===== config.mk =====
export PLATFORM = sky130hd
export DESIGN_NAME = memory_stage
export DESIGN_NICKNAME = d
export VERILOG_FILES = /design/src/rtl/memory_stage.sv
export SDC_FILE = /design/constraint.sdc
export NUM_CORES = 1
export LEC_CHECK = 0
export ABC_AREA = 1
export CAP_MARGIN = 20
export CORE_MARGIN = 2
export CORE_UTILIZATION = 40
export CTS_BUF_LIST = sky130_fd_sc_hd__clkbuf_4
export DETAILED_ROUTE_END_ITERATION = 16
export HOLD_SLACK_MARGIN = 0.08
export PLACE_DENSITY = 0.81
export SLEW_MARGIN = 20
export SYNTH_ARGS = -nofsm -noshare
export SYNTH_HDL_FRONTEND = slang
export SYNTH_SLANG_ARGS = --single-unit

===== constraint.sdc =====
create_clock -name CLK -period 2.8 [get_ports CLK]
set_clock_uncertainty 0.1 [all_clocks]
set_input_delay 0.42 -clock CLK [delete_from_list [all_inputs] [get_ports CLK]]
set_output_delay 0.42 -clock CLK [all_outputs]
set_load 0.02 [all_outputs]

===== src/rtl/memory_stage.sv =====
// memory_stage: MEM stage of the 5-stage MIPS pipeline. Issues the dcache load/store
//   for the instruction in the EX latch, resolves BEQ/BNE mispredictions, and
//   latches the writeback result into the MEM/WB register.
// Latency: dcache requests and branch resolution are combinational from ex_*.
//   MEM/WB updates on the first edge where ihit is high, freeze is low and the
//   memory op has completed.
// Backpressure: mem_stall holds the pipeline while a memory op waits for dhit.
//   freeze or a missing ihit holds the MEM/WB latch. A completed op parks in DONE
//   with its load data in load_buf, so the request is never re-issued.
// Ports:
//   CLK, nRST                   clock; async active-low reset
//   ex_*                        execute pipeline latch
//   ihit, freeze                pipeline advance strobe, hazard-unit hold
//   dhit, dmemload              dcache completion strobe and load data
//   dmemREN/WEN/addr/store      dcache request
//   mem_stall                   memory op outstanding
//   mispredict, redirect_pc     branch flush and corrected fetch PC
//   FW_mem_data                 MEM-stage forwarding source
//   mem_valid/Rw/RegWEN/halt/wdata  MEM/WB latch
module memory_stage #(
  parameter int WORD_W = 32,
  parameter int REG_AW = 5
) (
  input  logic              CLK,
  input  logic              nRST,
  input  logic              ex_valid,
  input  logic              ex_dREN,
  input  logic              ex_dWEN,
  input  logic              ex_BEQ,
  input  logic              ex_BNE,
  input  logic              ex_zero,
  input  logic              ex_branch_taken,
  input  logic [WORD_W-1:0] ex_PC,
  input  logic [WORD_W-1:0] ex_Imm_Ext,
  input  logic [WORD_W-1:0] ex_port_o,
  input  logic [WORD_W-1:0] ex_port_b,
  input  logic [REG_AW-1:0] ex_Rw,
  input  logic              ex_RegWEN,
  input  logic              ex_MemtoReg,
  input  logic              ex_halt,
  input  logic              ihit,
  input  logic              dhit,
  input  logic [WORD_W-1:0] dmemload,
  input  logic              freeze,
  output logic              dmemREN,
  output logic              dmemWEN,
  output logic [WORD_W-1:0] dmemaddr,
  output logic [WORD_W-1:0] dmemstore,
  output logic              mem_stall,
  output logic              mispredict,
  output logic [WORD_W-1:0] redirect_pc,
  output logic [WORD_W-1:0] FW_mem_data,
  output logic              mem_valid,
  output logic              mem_RegWEN,
  output logic              mem_halt,
  output logic [REG_AW-1:0] mem_Rw,
  output logic [WORD_W-1:0] mem_wdata
);

  typedef enum logic [1:0] {
    IDLE   = 2'd0,
    DONE   = 2'd1,
    HALTED = 2'd2
  } state_t;

  state_t            state;
  logic [WORD_W-1:0] load_buf;

  logic              memop;
  logic              in_idle;
  logic              adv;
  logic              taken;
  logic [WORD_W-1:0] pc_plus4;
  logic [WORD_W-1:0] wb_value;

  assign memop   = ex_valid & (ex_dREN | ex_dWEN);
  assign in_idle = (state == IDLE);

  // Requests are qualified by nRST so that they fall the instant reset is
  // asserted, even while the EX latch still presents a memory op.
  assign dmemREN   = nRST & memop & ex_dREN & in_idle;
  assign dmemWEN   = nRST & memop & ex_dWEN & in_idle;
  assign dmemaddr  = {ex_port_o[WORD_W-1:2], 2'b00};
  assign dmemstore = ex_port_b;

  // A dhit in the same cycle clears the stall so the op can retire at once.
  assign mem_stall = nRST & memop & in_idle & ~dhit;

  assign adv = ihit & ~freeze & ~mem_stall & (state != HALTED);

  // Branch resolution. The branch target wraps modulo 2^WORD_W.
  assign taken       = (ex_BEQ & ex_zero) | (ex_BNE & ~ex_zero);
  assign pc_plus4    = ex_PC + WORD_W'(4);
  assign redirect_pc = taken ? (pc_plus4 + (ex_Imm_Ext << 2)) : pc_plus4;
  assign mispredict  = nRST & ex_valid & (ex_BEQ | ex_BNE) &
                       (taken != ex_branch_taken) & (state != HALTED);

  assign FW_mem_data = ex_port_o;

  // Load data comes from load_buf once the op has parked in DONE, otherwise
  // straight from the dcache (dhit and ihit in the same cycle).
  assign wb_value = ex_MemtoReg ? ((state == DONE) ? load_buf : dmemload)
                                : ex_port_o;

  always_ff @(posedge CLK or negedge nRST) begin
    if (!nRST) begin
      state      <= IDLE;
      load_buf   <= '0;
      mem_valid  <= 1'b0;
      mem_RegWEN <= 1'b0;
      mem_halt   <= 1'b0;
      mem_Rw     <= '0;
      mem_wdata  <= '0;
    end else begin
      case (state)
        IDLE: begin
          if (memop && dhit) begin
            load_buf <= dmemload;
          end
          if (adv) begin
            mem_valid  <= ex_valid;
            mem_Rw     <= ex_valid ? ex_Rw : '0;
            mem_RegWEN <= ex_valid & ex_RegWEN;
            mem_halt   <= ex_valid & ex_halt;
            mem_wdata  <= wb_value;
            state      <= (ex_valid & ex_halt) ? HALTED : IDLE;
          end else if (memop && dhit) begin
            state <= DONE;
          end
        end
        DONE: begin
          // load_buf holds while frozen; no new request is raised from here.
          if (adv) begin
            mem_valid  <= ex_valid;
            mem_Rw     <= ex_valid ? ex_Rw : '0;
            mem_RegWEN <= ex_valid & ex_RegWEN;
            mem_halt   <= ex_valid & ex_halt;
            mem_wdata  <= wb_value;
            state      <= (ex_valid & ex_halt) ? HALTED : IDLE;
          end
        end
        HALTED: begin
          // Sticky until reset; the MEM/WB latch stays frozen.
          state <= HALTED;
        end
        default: begin
          state <= IDLE;
        end
      endcase
    end
  end

endmodule


==> impl_metrics.tcl <==
set metrics [dict create \
    status "finished, violations left" \
    violations "negative setup slack" \
    wl_per_cell_um 17.2 \
    crit_chain "clkbuf_4 -> nand2_4 -> nor3_4 -> nand2_4 -> xnor2_4 -> ha_4 -> buf_4 -> nand2_1 -> nand2_1 -> o21bai_1 -> nand3b_1 -> nand2_1 -> nand2_1 -> nand2_1 -> nand3_2 -> nand2_2 -> buf_6" \
    grt_max_degree 65 \
    core_mm2 0.0188 \
    start_util 0.410 \
    first_pass_iters 5 \
    die_w_um 143 \
    die_y_um 143 \
    seq_area_frac_synth 0.240 \
    p_clk_frac 0.112 \
    ys_warn_count 0 \
    ys_top_cells_by_count "nand2_1 (340), inv_1 (181), o21ai_0 (148), nor2_1 (104), buf_4 (99)" \
    ir_drop_v 0.000263 \
    route.vias.total 9516 \
    power.share.switching 0.443 \
    antenna_found_initial 1 \
    drv_cap 0 \
    routed_wl_um 31900 \
    powerDensity_mw_per_mm2 480 \
    switching_power_mw 2.82 \
    p_leak_nw 6.59 \
    io_pins 352 \
    p_seq_frac 0.280 \
    crit_buf_inv 3 \
    layout-drive-gt1-share 0.356 \
    area_delta_synth_final_pct 71.6 \
    cp-start-kind "input pin" \
    met3_usage 0.0426 \
    slowest_stage "nand3b_1" \
    maxSlewViolCount 0 \
    p_comb_frac 0.608 \
    synth-async-reset-ratio 1.00 \
    port_buffers 279 \
    maxSlewHeadroom 0.292 \
    cts_tree "built" \
    grt_pass1_vias 9228 \
    overflow 0 \
    place_inst 1803 \
    synthDistinctLibCells 39 \
    fin_cells 1857 \
    syn_area_per_cell_um2 6.19 \
    total_power_mw 6.37 \
    synth-edff-count 0 \
    final-hold-violation-count 0 \
    hold_class "reg -> reg" \
    fin_crit_ns 3.56 \
    cp.required_ns 2.28 \
    ys_dominant_reg_cell "dfrtp_1" \
    use_met1 0.341 \
    criticalPathCategory "in -> out" \
    fin_area_mm2 0.0133 \
    vias_per_cell 5.12 \
    grt_pass1_wl_um 46300 \
    nets 1809 \
    gr-max-usage-layer "met2" \
    yosysTopAreaCell "dfrtp_1" \
    htree_levels 3 \
    clock_latency_ns 0.43 \
    crit_family "simple AND/OR/NAND/NOR gates" \
    max_stage_delay_ns 0.33 \
    max_slew.worst_pin.slew_ns 1.06 \
    worst_slack_ns -0.757 \
    setup_violations 26 \
    path_clk_slew_ns 0.12 \
    internal_power_mw 3.55 \
    grt_use_total 0.286 \
    rsz0062_at_grt "yes" \
    dp_hpwl_um 21900 \
    drt_iter0_drc 623 \
    cts_buffers 9 \
    detail-route-antenna-nets 0 \
    dpl_cell_area_mm2 0.0113 \
    min_period_over_period 1.27 \
    use_met2 0.508 \
    synth_top_area_share 0.240 \
    cts-root-buf "clkbuf_4" \
    synthesis.area_mm2 0.00773 \
    dieArea_mm2 0.0205 \
    crit_fanout 3 \
    cp_common_cell "nand2_1" \
    arrival_ns 3.04 \
    rows 50 \
    synth-seq-cells 74 \
    crit_path_end_kind "output pin" \
    cts_buffer_depth 2 \
    globalplace.congestion 0.974 \
    synth_cells 1249 \
    clkSinkCount 74 \
    fmax_mhz 281 \
    synth_most_common_cell "nand2_1" \
    tns_ns -13.53 \
    synthTopCellsByArea "dfrtp_1 (24%), nand2_1 (17%), buf_4 (9.6%)" \
    drc 0 \
]
-- power groups by stage --
stage	logic, mW	clock network (mW)	registers (mW)
after detailed placement	3.42	0	1.80
after floorplan	1.56	0	2.08
final	3.87	0.714	1.78
after global placement	3.37	0	1.77
after CTS	3.65	0.734	1.78
after global routing	4.16	0.787	1.83
-- worst register-to-register path, delay by kind of cell (launching register included) --
family | cells | cell delay, ns
AND/OR/NAND/NOR | 6 | 1.16
AO/OA/AOI/OAI | 1 | 0.12
buffers and inverters | 2 | 0.41
flip-flops | 1 | 0.43
-- sequential cells by signal, summed over array words and instances, names as in the netlist --
signal,cells
mem_halt,1
mem_RegWEN,1
mem_Rw,5
mem_valid,1
mem_wdata,32
state,2
load_buf,32
-- kinds of logic (layout without fill, tap and decap cells) --
family          count (synthesis)  after routing  synth area share
simple gates                  555            555             0.299
buf+inv                       322            668             0.208
compound gates                220            220             0.146
flops                          74             74             0.240
xor+xnor                       39             39            0.0442
fa+ha+maj                      38             38            0.0625
other cells                     1              3          0.000485
-- final timing paths --
kind                              from              end  slack (ns)  cells past startpoint
setup / recovery             ex_PC[10]  redirect_pc[21]       -0.76                     17
hold / removal             load_buf[1]      load_buf[1]        0.39                      2
max in group asynchronous         nRST     load_buf[28]        1.14                      4
min in group asynchronous         nRST    mem_wdata[13]        0.52                      3
setup reg to reg              state[0]     mem_wdata[3]        0.53                      9
hold reg to reg            load_buf[1]      load_buf[1]        0.39                      2
-- cell type report --
type	count	area [um2]
clock inverter	6	72.6
tap	260	325
multi-input combinational	854	5960
sequential	74	1850
inverter	184	694
timing repair buffer	468	4290
fill	1410	5560
antenna	1	2.50
clock buffer	10	75.1
-- per-layer routing --
metal	vias to the layer above	wire length, um
met1	4396	12100
met3	124	2300
met2	486	15900
met5	-	0
met4	0	1610
li1	4510	-
-- cell usage in the layout, fill, tap and decap left out, drive strengths merged, types with 2 or more instances in the layout --
cell / netlist / layout
nand2: 345 / 345
dfrtp: 74 / 74
ha: 37 / 37
dlygate4sd2: 0 / 5
clkinv: 1 / 2
nand3: 66 / 66
a21o: 2 / 2
o21ai: 154 / 154
o22ai: 2 / 2
clkdlybuf4s15: 0 / 3
nor2: 112 / 112
buf: 113 / 231
xnor2: 22 / 22
nand3b: 3 / 3
o211ai: 2 / 2
inv: 183 / 186
clkbuf: 25 / 16
nor3: 10 / 10
and2: 3 / 3
conb: 1 / 2
xor2: 17 / 17
or2: 2 / 2
dlymetal6s2s: 0 / 6
a21oi: 53 / 53
clkdlybuf4s50: 0 / 216
o21bai: 5 / 5
nand4: 13 / 13
-- what timing repair did --
item,in CTS,in global routing
hold buffers,1,0
setup buffers,28,9
pin swaps,92,109
gates resized for setup,469,167
endpoints found under the hold margin,33,0
setup endpoints to repair,30,32
-- metrics by stage --
stage / util / worst slack [ns] / hold WS, ns
3_5_place_dp: 0.600 / -1.75 / 0.371
4_1_cts: 0.669 / -0.586 / 0.368
2_1_floorplan: - / -0.0793 / 0.0244
6_report: 0.705 / -0.757 / 0.393
3_3_place_gp: 0.600 / -1.74 / 0.363
5_1_grt: 0.705 / -0.785 / 0.393
Power figures use the tool's default switching activity.
